===== config.mk =====
export PLATFORM = sky130hd
export DESIGN_NAME = piso_shift_reg
export DESIGN_NICKNAME = d
export VERILOG_FILES = /design/src/rtl/piso_shift_reg.sv
export SDC_FILE = /design/constraint.sdc
export NUM_CORES = 1
export LEC_CHECK = 0
export BUFFER_PORTS_ARGS = -buffer_cell sky130_fd_sc_hd__clkbuf_2
export CAP_MARGIN = 15
export CORE_MARGIN = 4
export CORE_UTILIZATION = 30
export DETAILED_ROUTE_END_ITERATION = 6
export GPL_TIMING_DRIVEN = 0
export SETUP_SLACK_MARGIN = 0.05
export SLEW_MARGIN = 5
export SYNTH_ARGS = -nofsm -noshare
export SYNTH_HDL_FRONTEND = slang
export SYNTH_SLANG_ARGS = --single-unit

===== constraint.sdc =====
create_clock -name clk -period 2 [get_ports clk]
set_input_delay 0.4 -clock clk [delete_from_list [all_inputs] [get_ports clk]]
set_output_delay 0.4 -clock clk [all_outputs]
set_load 0.005 [all_outputs]

===== src/rtl/piso_shift_reg.sv =====
`default_nettype none
// ============================================================================
//  Module   : piso_shift_reg
//  Purpose  : Parallel-in, serial-out shift register. Captures a WIDTH-bit
//             word on a load strobe and shifts it out one bit per enabled
//             clock, then pulses done for one cycle. Bit order matches a
//             receiving shift_reg that shifts incoming bits toward its MSB.
//  Options  : PISO_PARITY_EN - when defined, an even-parity bit (XOR of din)
//             is captured on load and sent after the last data bit, making
//             the frame WIDTH+1 bits long.
//  Ports    : clk   - clock, rising edge
//             rstn  - asynchronous active-low reset
//             din   - parallel word, sampled on an accepted load
//             load  - load strobe, accepted only while idle
//             en    - shift enable, serial bit advances when high
//             dout  - registered serial data
//             busy  - high while a frame is being shifted out
//             done  - one-cycle pulse after the final bit is consumed
//  Revision : 1.0 - initial release
// ============================================================================
module piso_shift_reg #(
    parameter int WIDTH     = 5,
    parameter int MSB_FIRST = 1
) (
    input  logic             clk,
    input  logic             rstn,
    input  logic [WIDTH-1:0] din,
    input  logic             load,
    input  logic             en,
    output logic             dout,
    output logic             busy,
    output logic             done
);

`ifdef PISO_PARITY_EN
    localparam int C_FRAME_BITS = WIDTH + 1;
`else
    localparam int C_FRAME_BITS = WIDTH;
`endif
    localparam int C_CNT_W = $clog2(C_FRAME_BITS + 1);

    typedef enum logic [0:0] {
        IDLE  = 1'b0,
        SHIFT = 1'b1
    } state_t;

    state_t                  r_state;
    state_t                  w_state_n;
    logic [C_FRAME_BITS-1:0] r_sr;
    logic [C_FRAME_BITS-1:0] w_sr_n;
    logic [C_FRAME_BITS-1:0] w_load_word;
    logic [C_CNT_W-1:0]      r_cnt;
    logic [C_CNT_W-1:0]      w_cnt_n;
    logic                    r_dout;
    logic                    r_busy;
    logic                    r_done;
    logic                    w_dout_n;
    logic                    w_busy_n;
    logic                    w_done_n;

    // The parity bit sits at the tail of the register so that it reaches
    // the head only after every data bit has been shifted out.
`ifdef PISO_PARITY_EN
    assign w_load_word = (MSB_FIRST != 0) ? {din, ^din} : {^din, din};
`else
    assign w_load_word = din;
`endif

    always_comb begin
        w_state_n = r_state;
        w_sr_n    = r_sr;
        w_cnt_n   = r_cnt;
        w_done_n  = 1'b0;
        case (r_state)
            IDLE: begin
                if (load) begin
                    w_sr_n    = w_load_word;
                    w_cnt_n   = C_CNT_W'(C_FRAME_BITS);
                    w_state_n = SHIFT;
                end
            end
            SHIFT: begin
                if (en) begin
                    // Shift toward the head, zero-filling the vacated bit.
                    w_sr_n  = (MSB_FIRST != 0) ? (r_sr << 1) : (r_sr >> 1);
                    w_cnt_n = r_cnt - C_CNT_W'(1);
                    if (r_cnt == C_CNT_W'(1)) begin
                        w_state_n = IDLE;
                        w_done_n  = 1'b1;
                    end
                end
            end
            default: begin
                w_state_n = IDLE;
            end
        endcase
        // Outputs are registered from next-state values so the head bit is
        // on dout in the same cycle the state says SHIFT, with no path from
        // inputs straight to outputs.
        w_busy_n = (w_state_n == SHIFT);
        w_dout_n = w_busy_n &
                   ((MSB_FIRST != 0) ? w_sr_n[C_FRAME_BITS-1] : w_sr_n[0]);
    end

    always_ff @(posedge clk or negedge rstn) begin
        if (!rstn) begin
            r_state <= IDLE;
            r_sr    <= '0;
            r_cnt   <= '0;
            r_dout  <= 1'b0;
            r_busy  <= 1'b0;
            r_done  <= 1'b0;
        end else begin
            r_state <= w_state_n;
            r_sr    <= w_sr_n;
            r_cnt   <= w_cnt_n;
            r_dout  <= w_dout_n;
            r_busy  <= w_busy_n;
            r_done  <= w_done_n;
        end
    end

    assign dout = r_dout;
    assign busy = r_busy;
    assign done = r_done;

endmodule
`default_nettype wire

; After elaboration in Yosys (flattened, before gate mapping)
; Index checks and enable logic that the tools add are counted.
[totals]
word_cells = 26
out_inout_bits = 3
register_bits = 11
input_bits = 9
[classes]
n_reduce_logical = 1
n_bitwise = 2
n_eq_ne = 3
muxes = 13
n_addsub = 1
[op_table]
columns = operator, count
row1 = $mux 5, 2
row2 = $pmux 5 s2, 1
row3 = $mux 1, 6
row4 = $mux 3, 2
row5 = $pmux 3 s2, 1
row6 = $ne 2x2->1 const B, 2
row7 = $eq 3x1->1 const B, 1
row8 = $sub 3x1->3 const B, 1
row9 = $pmux 1 s2, 1
row10 = $reduce_and 2->1, 1
row11 = $and 1x1->1, 1
row12 = $not 1->1, 1

; Longest topological paths before layout
; Gate-level depths: netlist (run 1).
[depth]
depth_word = 5
ltp_mapped = 4
ltp_nobuf = 4

; Worst setup path before layout (run 1)
; No wires, ideal clock.
[synth_timing]
path_kind = reg2reg
start = reg r_cnt[0]
end = reg r_cnt[1]
n_path_buf = 0
arrival_time_ps = 934
path_slack_ps = 944
synth_period_minus_slack_ps = 1056
setup_ps = 122
path_stages_with_launch = 5
required_ps = 1878
path_cell_list = dfrtp_1 -> inv_1 -> ha_1 -> nand2_1 -> a32o_1
[synth_between]
elab_chain_len = 3
[synth_rtl]
columns = element, line
row1 = "start, declared", 52  ; logic [C_CNT_W-1:0] r_cnt;
row2 = "start signal, assigned", 116  ; r_cnt <= w_cnt_n;
row3 = $sub 3x1->3, 86  ; w_cnt_n = r_cnt - C_CNT_W'(1);
row4 = $mux 3, 83  ; if (en) begin
row5 = $pmux 3 s2, 74  ; case (r_state)
; Every way passes these cells. The select of a mux whose other input is x is not followed.
; A chain may end at the register's enable or synchronous reset.

; Worst setup path in the final report (run 1)
[layout_timing]
start = reg r_busy, in the netlist busy
end = out busy
[layout_rtl]
columns = element, line
row1 = "start, declared", 55  ; logic r_busy;
row2 = "start signal, assigned", 118  ; r_busy <= w_busy_n;
row3 = "end, declared", 31  ; output logic busy,
; No word-level cell between the ends.

==> results of run 1 <==
[power groups by stage]
stage	logic [mW]	clock network [mW]	registers, mW
after floorplan	0.233	0	0.363
after global placement	0.291	0	0.372
after detailed placement	0.301	0	0.376
after CTS	0.309	0.158	0.373
after global routing	0.339	0.172	0.386
final	0.301	0.154	0.372
[metal layers]
| layer | vias up | track usage (%) | share of wire, % |
|---|---|---|---|
| met4 | 0 | 5.24 | 2.1 |
| met2 | 12 | 13.8 | 46 |
| met5 | - | 0 | 0 |
| met3 | 3 | 2.58 | 4.3 |
| met1 | 188 | 11.0 | 47 |
| li1 | 204 | - | - |
[cell type report]
| type | instances | area (µm²) |
|---|---|---|
| Fill cell | 178 | 1080 |
| Sequential cell | 11 | 275 |
| Multi-Input combinational cell | 32 | 274 |
| Timing Repair Buffer | 11 | 60.1 |
| Tap cell | 25 | 31.3 |
| Buffer | 3 | 26.3 |
| Clock buffer | 3 | 22.5 |
| Inverter | 2 | 7.51 |
| Clock inverter | 1 | 5.00 |
[cells by family (layout without fill, tap and decap cells)]
| group | after synthesis | count (layout) | synth area share (%) |
|---|---|---|---|
| adders and majority gates | 2 | 2 | 4.29 |
| AOI/OAI and AO/OA | 8 | 8 | 11.6 |
| buffers and inverters | 5 | 20 | 5.79 |
| muxes | 13 | 13 | 22.3 |
| DFF | 11 | 11 | 47.2 |
| and+or+nand+nor | 9 | 9 | 8.80 |
[cell usage in the layout, fill, tap and decap left out]
cell | Yosys | layout
clkinv_2 | 0 | 1
a211oi_2 | 1 | 1
nand3b_1 | 1 | 1
dfrtp_1 | 11 | 11
ha_1 | 2 | 2
clkbuf_4 | 0 | 3
mux2i_1 | 13 | 13
nand2_1 | 2 | 2
dlygate4sd3_1 | 0 | 1
nor2_1 | 2 | 2
inv_1 | 2 | 2
o22ai_1 | 1 | 1
a21bo_2 | 2 | 2
clkbuf_2 | 0 | 10
buf_6 | 1 | 1
a21oi_1 | 1 | 1
a32o_1 | 1 | 1
nor3_1 | 1 | 1
buf_4 | 2 | 2
nor2b_1 | 1 | 1
or2_2 | 1 | 1
and4b_2 | 1 | 1
o31ai_1 | 1 | 1
a31oi_1 | 1 | 1
[cell usage after synthesis, types with 2 or more instances]
cell type  count  area share [%]
nor2_1         2             1.3
buf_4          2             2.6
a21bo_2        2             3.4
ha_1           2             4.3
nand2_1        2             1.3
inv_1          2             1.3
mux2i_1       13              22
dfrtp_1       11              47
[sequential cells by signal (all words and copies together) (netlist names)]
signal / count
done: 1
r_cnt: 3
busy: 1
dout: 1
r_sr: 5
[worst paths after layout]
kind	cells past startpoint	startpoint	slack, ns	endpoint
min	3	din[2]	0.42	r_sr[2]
max reg2reg	4	r_cnt[0]	0.89	r_cnt[1]
min in group asynchronous	2	rstn	0.52	dout
max in group asynchronous	2	rstn	1.25	r_sr[2]
min reg2reg	1	r_cnt[1]	0.51	r_cnt[1]
max	1	busy	0.73	busy
[what timing repair did]
action	in CTS	in global routing
hold buffers	1	0
hold endpoints to repair	11	0
resized for setup	0	0
==> impl_metrics.tcl, run 1 <==
set metrics [dict create \
    synth_edf_count 0 \
    drt_iter0_markers 6 \
    core-area_um2 1780 \
    grt_max_degree 12 \
    ir_worst_vdd_mv 0.437 \
    cts_setup_buffers 0 \
    ys_ff_latch 11 \
    clkPwrFrac_pct 18.7 \
    setup.worst_path.end_class "output port" \
    setup_viol 0 \
    die_area_um2 2710 \
    grt_pass1_wl_um 1740 \
    stdcell_count 88 \
    gr-total-overflow 0 \
    fin_setup_tns_ns 0 \
    postSynthAreaPerCell_um2 12.1 \
    setup_ws_ns 0.730 \
    finalCritPeriodShare_pct 63.5 \
    path_clk_slew_ns 0.08 \
    ys_types 20 \
    seq_area_frac_synth_pct 47.2 \
    skew_ns 0.00624 \
    mappedNetlistNets 59 \
    yosys_warnings 0 \
    critPathKind "flip-flop to output port" \
    tightest_slew_ns 0.282 \
    worstPathMaxFanout 7 \
    grt.total_usage_pct 8.96 \
    antenna_found_initial 0 \
    cts_tree "yes" \
    required_ns 1.60 \
    n_antenna_cell 0 \
    ios 12 \
    whs_ns 0.421 \
    vias_per_cell 4.63 \
    fin_crit_ns 1.27 \
    dr_total_vias 407 \
    fmax_mhz 787 \
    place_area_um2 664 \
    path_buf_inv 1 \
    drive_gt1_share_pct 34.9 \
    cts_max_path_buffers 2 \
    start_kind "flip-flop" \
    final_core_util_pct 39.4 \
    slew_headroom_pct 81.2 \
    clkLatencyLatePin_ns 0.28 \
    cts_buffers 3 \
    root_buffer "clkbuf_4" \
    hold_class "input pin to flip-flop" \
    drc 0 \
    htreeDepth 1 \
    first_pass_iters 2 \
    stdcell_area_um2 702 \
    maxCapViolations 0 \
    portBuffers 10 \
    rows 15 \
    routedWlPerCell_um 12.2 \
    grt_pass1_vias 370 \
    syn_to_final_growth_pct 20.4 \
    p_sw_share_pct 33.5 \
    rsz0062_at_grt "false" \
    slowest_stage "dfrtp_1" \
    slew_violations 0 \
    die_y_um 52.1 \
    synth-async-reset-ratio_pct 100 \
    internal-power_mw 0.550 \
    power.density_nw_per_um2 1180 \
    clock_sinks 11 \
    synth_area_um2 583 \
    ant_nets 0 \
    wl_um 1070 \
    netSwitchingPower_mw 0.277 \
    globalplace.congestion 0.652 \
    path_cells "clkbuf_2" \
    power.leakage_nw 0.370 \
    ys_dominant_reg_cell "dfrtp_1" \
    critPathTopFamily "flip-flops" \
    hold_violations 0 \
    power_mw 0.828 \
    netlist_instances 48 \
    die_w_um 52.1 \
    place_inst 83 \
    slowest_delay_ns 0.44 \
    status "completed" \
    pre_cts_ws_ns 0.797 \
    start_util_pct 32.7 \
    nets 75 \
    p_seq_share_pct 44.9 \
    dp_hpwl_um 785 \
    arrival_ns 0.87 \
    p_comb_share_pct 36.4 \
]
No activity file was read; power rests on OpenSTA's default activity.
==> run 2, diff against run 1 <==
- clock period: 2 -> 1.05 ns (I/O delays scaled with it)
==> run 2 against run 1 <==
Net effect: the run now ends with negative setup slack left; clock power is 79% higher; die area stayed put; routed wire length is 2.7% higher; via count is 4.2% higher; clock skew is 0.0036 ns lower; count of clock-buffer cells in the layout is 1 higher; highest routed layer unchanged; register-to-register slack worse by 0.97 ns; combinational power is 120% higher; setup slack worse by 0.81 ns; final cell count is 1.1% higher; first-iteration DRC count is 67% lower.
==> impl_metrics.tcl, run 2 (synthesis results as in run 1) <==
set metrics [dict create \
    status "finished, violations left" \
    violations "negative setup slack" \
    reg.largest.list "r_sr (5), r_cnt (3)" \
    setup_viol 2 \
    finalCritPeriodShare_pct 107 \
    netSwitchingPower_mw 0.557 \
    drive_gt1_share_pct 45.3 \
    hold_class "input pin to flip-flop" \
    p_sw_share_pct 33.2 \
    ir_worst_vdd_mv 0.960 \
    drc 0 \
    multi_input_area_um2 302 \
    final_cell_mix "13 x mux2i_1, 10 x clkbuf_2, 9 x dfrtp_1, 3 x buf_4, 3 x clkbuf_4" \
    setup_ws_ns -0.0756 \
    ant_nets 0 \
    clkPwrFrac_pct 16.4 \
    cts_buffers 3 \
    htreeDepth 1 \
    root_buffer "clkbuf_4" \
    layout_commonest_cell "mux2i_1" \
    ff2ff_setup_slack_ns -0.08 \
    nets 76 \
    internal-power_mw 1.12 \
    critPathKind "flip-flop to flip-flop" \
    required_ns 1.20 \
    seq_area_um2 278 \
    hold_violations 0 \
    slew_violations 0 \
    fin_crit_ns 1.13 \
    core-area_um2 1780 \
    drt_iter0_markers 2 \
    grt.total_usage_pct 8.97 \
    power.density_nw_per_um2 2270 \
    pre_cts_ws_ns -0.0469 \
    dp_hpwl_um 790 \
    clock_sinks 11 \
    syn_to_final_growth_pct 26.6 \
    cts_tree "yes" \
    start_kind "flip-flop" \
    arrival_ns 1.27 \
    gr-total-overflow 0 \
    top_register "r_sr" \
    power.leakage_nw 0.369 \
    grt_max_degree 12 \
    routedWlPerCell_um 12.4 \
    maxCapViolations 0 \
    whs_ns 0.239 \
    slew_headroom_pct 81.3 \
    n_antenna_cell 0 \
    path_clk_slew_ns 0.07 \
    p_comb_share_pct 40.0 \
    skew_ns 0.00263 \
    setup.worst_path.end_class "flip-flop" \
    wl_um 1100 \
    largest_register_ffs 5 \
    portBuffers 10 \
    start_util_pct 32.7 \
    fmax_mhz 888 \
    ios 12 \
    p_seq_share_pct 43.6 \
    globalplace.congestion 0.675 \
    rsz0062_at_grt "true" \
    grt_pass1_vias 410 \
    die_w_um 52.1 \
    vias_per_cell 4.76 \
    first_pass_iters 2 \
    clkLatencyLatePin_ns 0.26 \
    fillers 187 \
    dr_total_vias 424 \
    die_y_um 52.1 \
    cts_max_path_buffers 2 \
    worstPathMaxFanout 4 \
    antenna_found_initial 0 \
    tightest_slew_ns 0.281 \
    grt_pass1_wl_um 1750 \
    die_area_um2 2710 \
    rows 15 \
    final_core_util_pct 41.4 \
]
-- run 2: changes by cell type in the layout (fill, tap and decap cells not counted), sizes merged --
cell    previous run  this run
buf                3         4
clkbuf            13        14
clkinv             1         0
-- run 2: final timing paths --
check	startpoint	to	depth (start not counted)
setup / recovery	r_cnt[0]	r_cnt[1]	4
hold / removal	din[3]	r_sr[3]	3
setup reg to reg	r_cnt[0]	r_cnt[1]	4
hold reg to reg	r_cnt[0]	r_cnt[0]	1
max in group asynchronous	rstn	r_cnt[0]	2
min in group asynchronous	rstn	done	2
-- run 2: metal layers --
layer	GRT usage, %	up-vias	wire, µm	part of all wire, %
li1	-	208	-	-
met1	11.7	206	494	45
met2	13.0	8	550	50
met3	4.30	2	45	4.1
met4	2.62	0	12	1.1
met5	0	-	0	0
-- run 2: power groups by stage --
stage / combinational (mW) / clock [mW] / sequential [mW]
after CTS: 0.573 / 0.292 / 0.714
after global placement: 0.550 / 0 / 0.711
final: 0.671 / 0.275 / 0.731
after detailed placement: 0.564 / 0 / 0.721
after floorplan: 0.442 / 0 / 0.692
after global routing: 0.745 / 0.314 / 0.763
-- run 2: layout make-up --
class / instances / area share [%]
multi-input cells: 32 / 40.8
flip-flops and latches: 11 / 37.6
repair buffers: 12 / 9.15
well taps: 25 / 4.24
clock buffers: 4 / 3.56
plain buffers: 3 / 3.56
inverters: 2 / 1.02
-- run 2: critical path, stage by stage, from the launching register on --
cell and delay (ns):
dfrtp_2 0.41, inv_2 0.06, ha_4 0.26, nand2_2 0.04
a32o_1 0.25
-- run 2: metrics by stage --
stage / total power, mW / cell area [µm²] / std cells / setup TNS (ns)
finish: 1.68 / 738 / 89 / -0.124
global route: 1.82 / 738 / 89 / -0.303
CTS: 1.58 / 701 / 88 / -0.137
detailed placement: 1.29 / 664 / 83 / -0.0632
global placement: 1.26 / 664 / 83 / -0.0205
floorplan: 1.13 / 583 / 48 / 0
-- run 2: what timing repair did --
item                                    in CTS  in global routing
endpoints found under the hold margin       11                  0
pin swaps                                    0                  6
gates resized for setup                      0                  9
endpoints found under the setup margin       5                  9
hold buffers                                 1                  0
cloned                                       0                  0
setup buffers                                0                  1
==> run 3, diff against run 2 <==
- CORE_MARGIN: 4 -> default
==> run 3 against run 2 <==
Net effect: the run still ends with negative setup slack left; worst hold slack lost 0.0057 ns; count of clock-buffer cells in the layout is the same; cell area shrank 0.85%; combinational power grew 2%; power is essentially flat; sequential share of layout area grew 0.15 points; setup slack gained 0.020 ns; critical endpoint unchanged.
==> impl_metrics.tcl, run 3 (synthesis results as in run 1) <==
set metrics [dict create \
    power.leakage_nw 0.375 \
    drt_iter0_markers 4 \
    fmax_mhz 905 \
    dp_hpwl_um 715 \
    grt_pass1_wl_um 1590 \
    ant_nets 0 \
    path_depth 4 \
    grt_pass1_vias 371 \
    portBuffers 10 \
    fin_crit_ns 1.11 \
    path_clk_slew_ns 0.06 \
    htreeDepth 1 \
    final_core_util_pct 41.1 \
    first_pass_iters 4 \
    status "finished, violations left" \
    antenna_found_initial 0 \
    setup.worst_path.end_class "flip-flop" \
    ios 12 \
    multi_input_area_um2 289 \
    start_kind "flip-flop" \
    grt_max_degree 12 \
    rr_worst_depth 4 \
    power.density_nw_per_um2 2290 \
    hold_violations 0 \
    r2r_end "r_cnt[1]" \
    arrival_ns 1.26 \
    path_buf_inv 1 \
    ir_worst_vdd_mv 1.03 \
    dr_total_vias 408 \
    whs_ns 0.233 \
    routedWlPerCell_um 11.1 \
    n_antenna_cell 0 \
    maxCapViolations 0 \
    clock_sinks 11 \
    stdcell_count 90 \
    cts_tree "yes" \
    wl_um 1000 \
    hold_depth 3 \
    worstPathMaxFanout 3 \
    fillers 176 \
    hold_class "input pin to flip-flop" \
    rsz0062_at_grt "true" \
    hold_start "din[2]" \
    gr-total-overflow 0 \
    nets 77 \
    fin_setup_tns_ns -0.0556 \
    path_cells "inv_2, ha_4, nand2_2, a32o_1" \
    largest_register_ffs 5 \
    clkLatencyLatePin_ns 0.26 \
    core-area_um2 1780 \
    top_register "r_sr" \
    layout_commonest_cell "mux2i_1" \
    place_inst 83 \
    tightest_slew_ns 0.277 \
    syn_to_final_growth_pct 25.5 \
    final_cell_mix "13 x mux2i_1, 10 x dfrtp_1, 10 x clkbuf_2, 4 x buf_4, 3 x clkbuf_4" \
    slew_headroom_pct 81.5 \
    rr_startpoint "r_cnt[0]" \
    slowest_delay_ns 0.39 \
    die_y_um 46.1 \
    critPathTopFamily "flip-flops" \
    critPathKind "flip-flop to flip-flop" \
    slowest_stage "dfrtp_1" \
    setup_viol 1 \
    drc 0 \
    pre_cts_ws_ns -0.0241 \
    drive_gt1_share_pct 43.1 \
    globalplace.congestion 0.655 \
    reg.largest.list "r_sr (5), r_cnt (3)" \
    finalCritPeriodShare_pct 105 \
    cts_buffers 3 \
    slew_violations 0 \
    die_w_um 46.1 \
    rows 15 \
    vias_per_cell 4.53 \
    grt.total_usage_pct 10.9 \
    start_util_pct 32.7 \
    violations "negative setup slack" \
    root_buffer "clkbuf_4" \
    required_ns 1.20 \
    cts_max_path_buffers 2 \
    die_area_um2 2120 \
    skew_ns 0.00225 \
    setup_ws_ns -0.0556 \
    ff2ff_setup_slack_ns -0.06 \
    min_to "r_sr[2]" \
    seq_area_um2 277 \
]
-- run 3: how the worst max path moves through the flow --
stage	startpoint	slack, ns	endpoint
floorplan	r_cnt[0]	0.02	r_cnt[1]
global placement	r_cnt[0]	-0.02	r_cnt[1]
detailed placement	r_cnt[0]	-0.02	r_cnt[1]
CTS	r_cnt[1]	-0.02	r_cnt[1]
global route	r_cnt[0]	-0.11	r_cnt[1]
finish	r_cnt[0]	-0.06	r_cnt[1]
-- run 3: layout make-up --
class                   instances  area share (%)
inverters                       2            1.03
flip-flops and latches         11            37.8
repair buffers                 13            10.3
clock buffers                   4            3.59
well taps                      25            4.27
plain buffers                   3            3.59
multi-input cells              32            39.5
-- run 3: power by group --
part / switching [mW] / internal (mW) / leakage (nW)
Sequential: 0.124 / 0.591 / 0.138
Combinational: 0.285 / 0.402 / 0.222
Clock: 0.128 / 0.147 / 0.0150
Total: 0.537 / 1.14 / 0.375
-- run 3: layer usage --
metal	GRT usage (%)	wire length, µm	vias to the layer above
met1	13.9	480	192
met5	0	0	-
li1	-	-	207
met4	3.53	0	0
met2	15.8	468	9
met3	5.88	51	0
-- run 3: worst reg2reg max path, delay by kind of cell, from the launching register on --
kind	cells	cell delay [ns]
buffers and inverters	1	0.06
adder cells (fa/ha/maj)	1	0.26
AO/OA/AOI/OAI	1	0.25
AND/OR/NAND/NOR	1	0.04
flip-flops	1	0.39
-- run 3: timing repair --
| item | CTS | global route |
|---|---|---|
| hold endpoints to repair | 11 | 0 |
| pin swaps | 2 | 3 |
| hold buffers | 1 | 0 |
| endpoints found under the setup margin | 5 | 6 |
| setup buffers | 1 | 1 |
| gates resized for setup | 5 | 1 |
-- run 3: per-stage QoR --
| stage | cell area, µm² | total power, mW |
|---|---|---|
| detailed placement | 664 | 1.27 |
| global placement | 664 | 1.26 |
| finish | 732 | 1.68 |
| CTS | 722 | 1.64 |
| global route | 732 | 1.83 |
| floorplan | 583 | 1.13 |
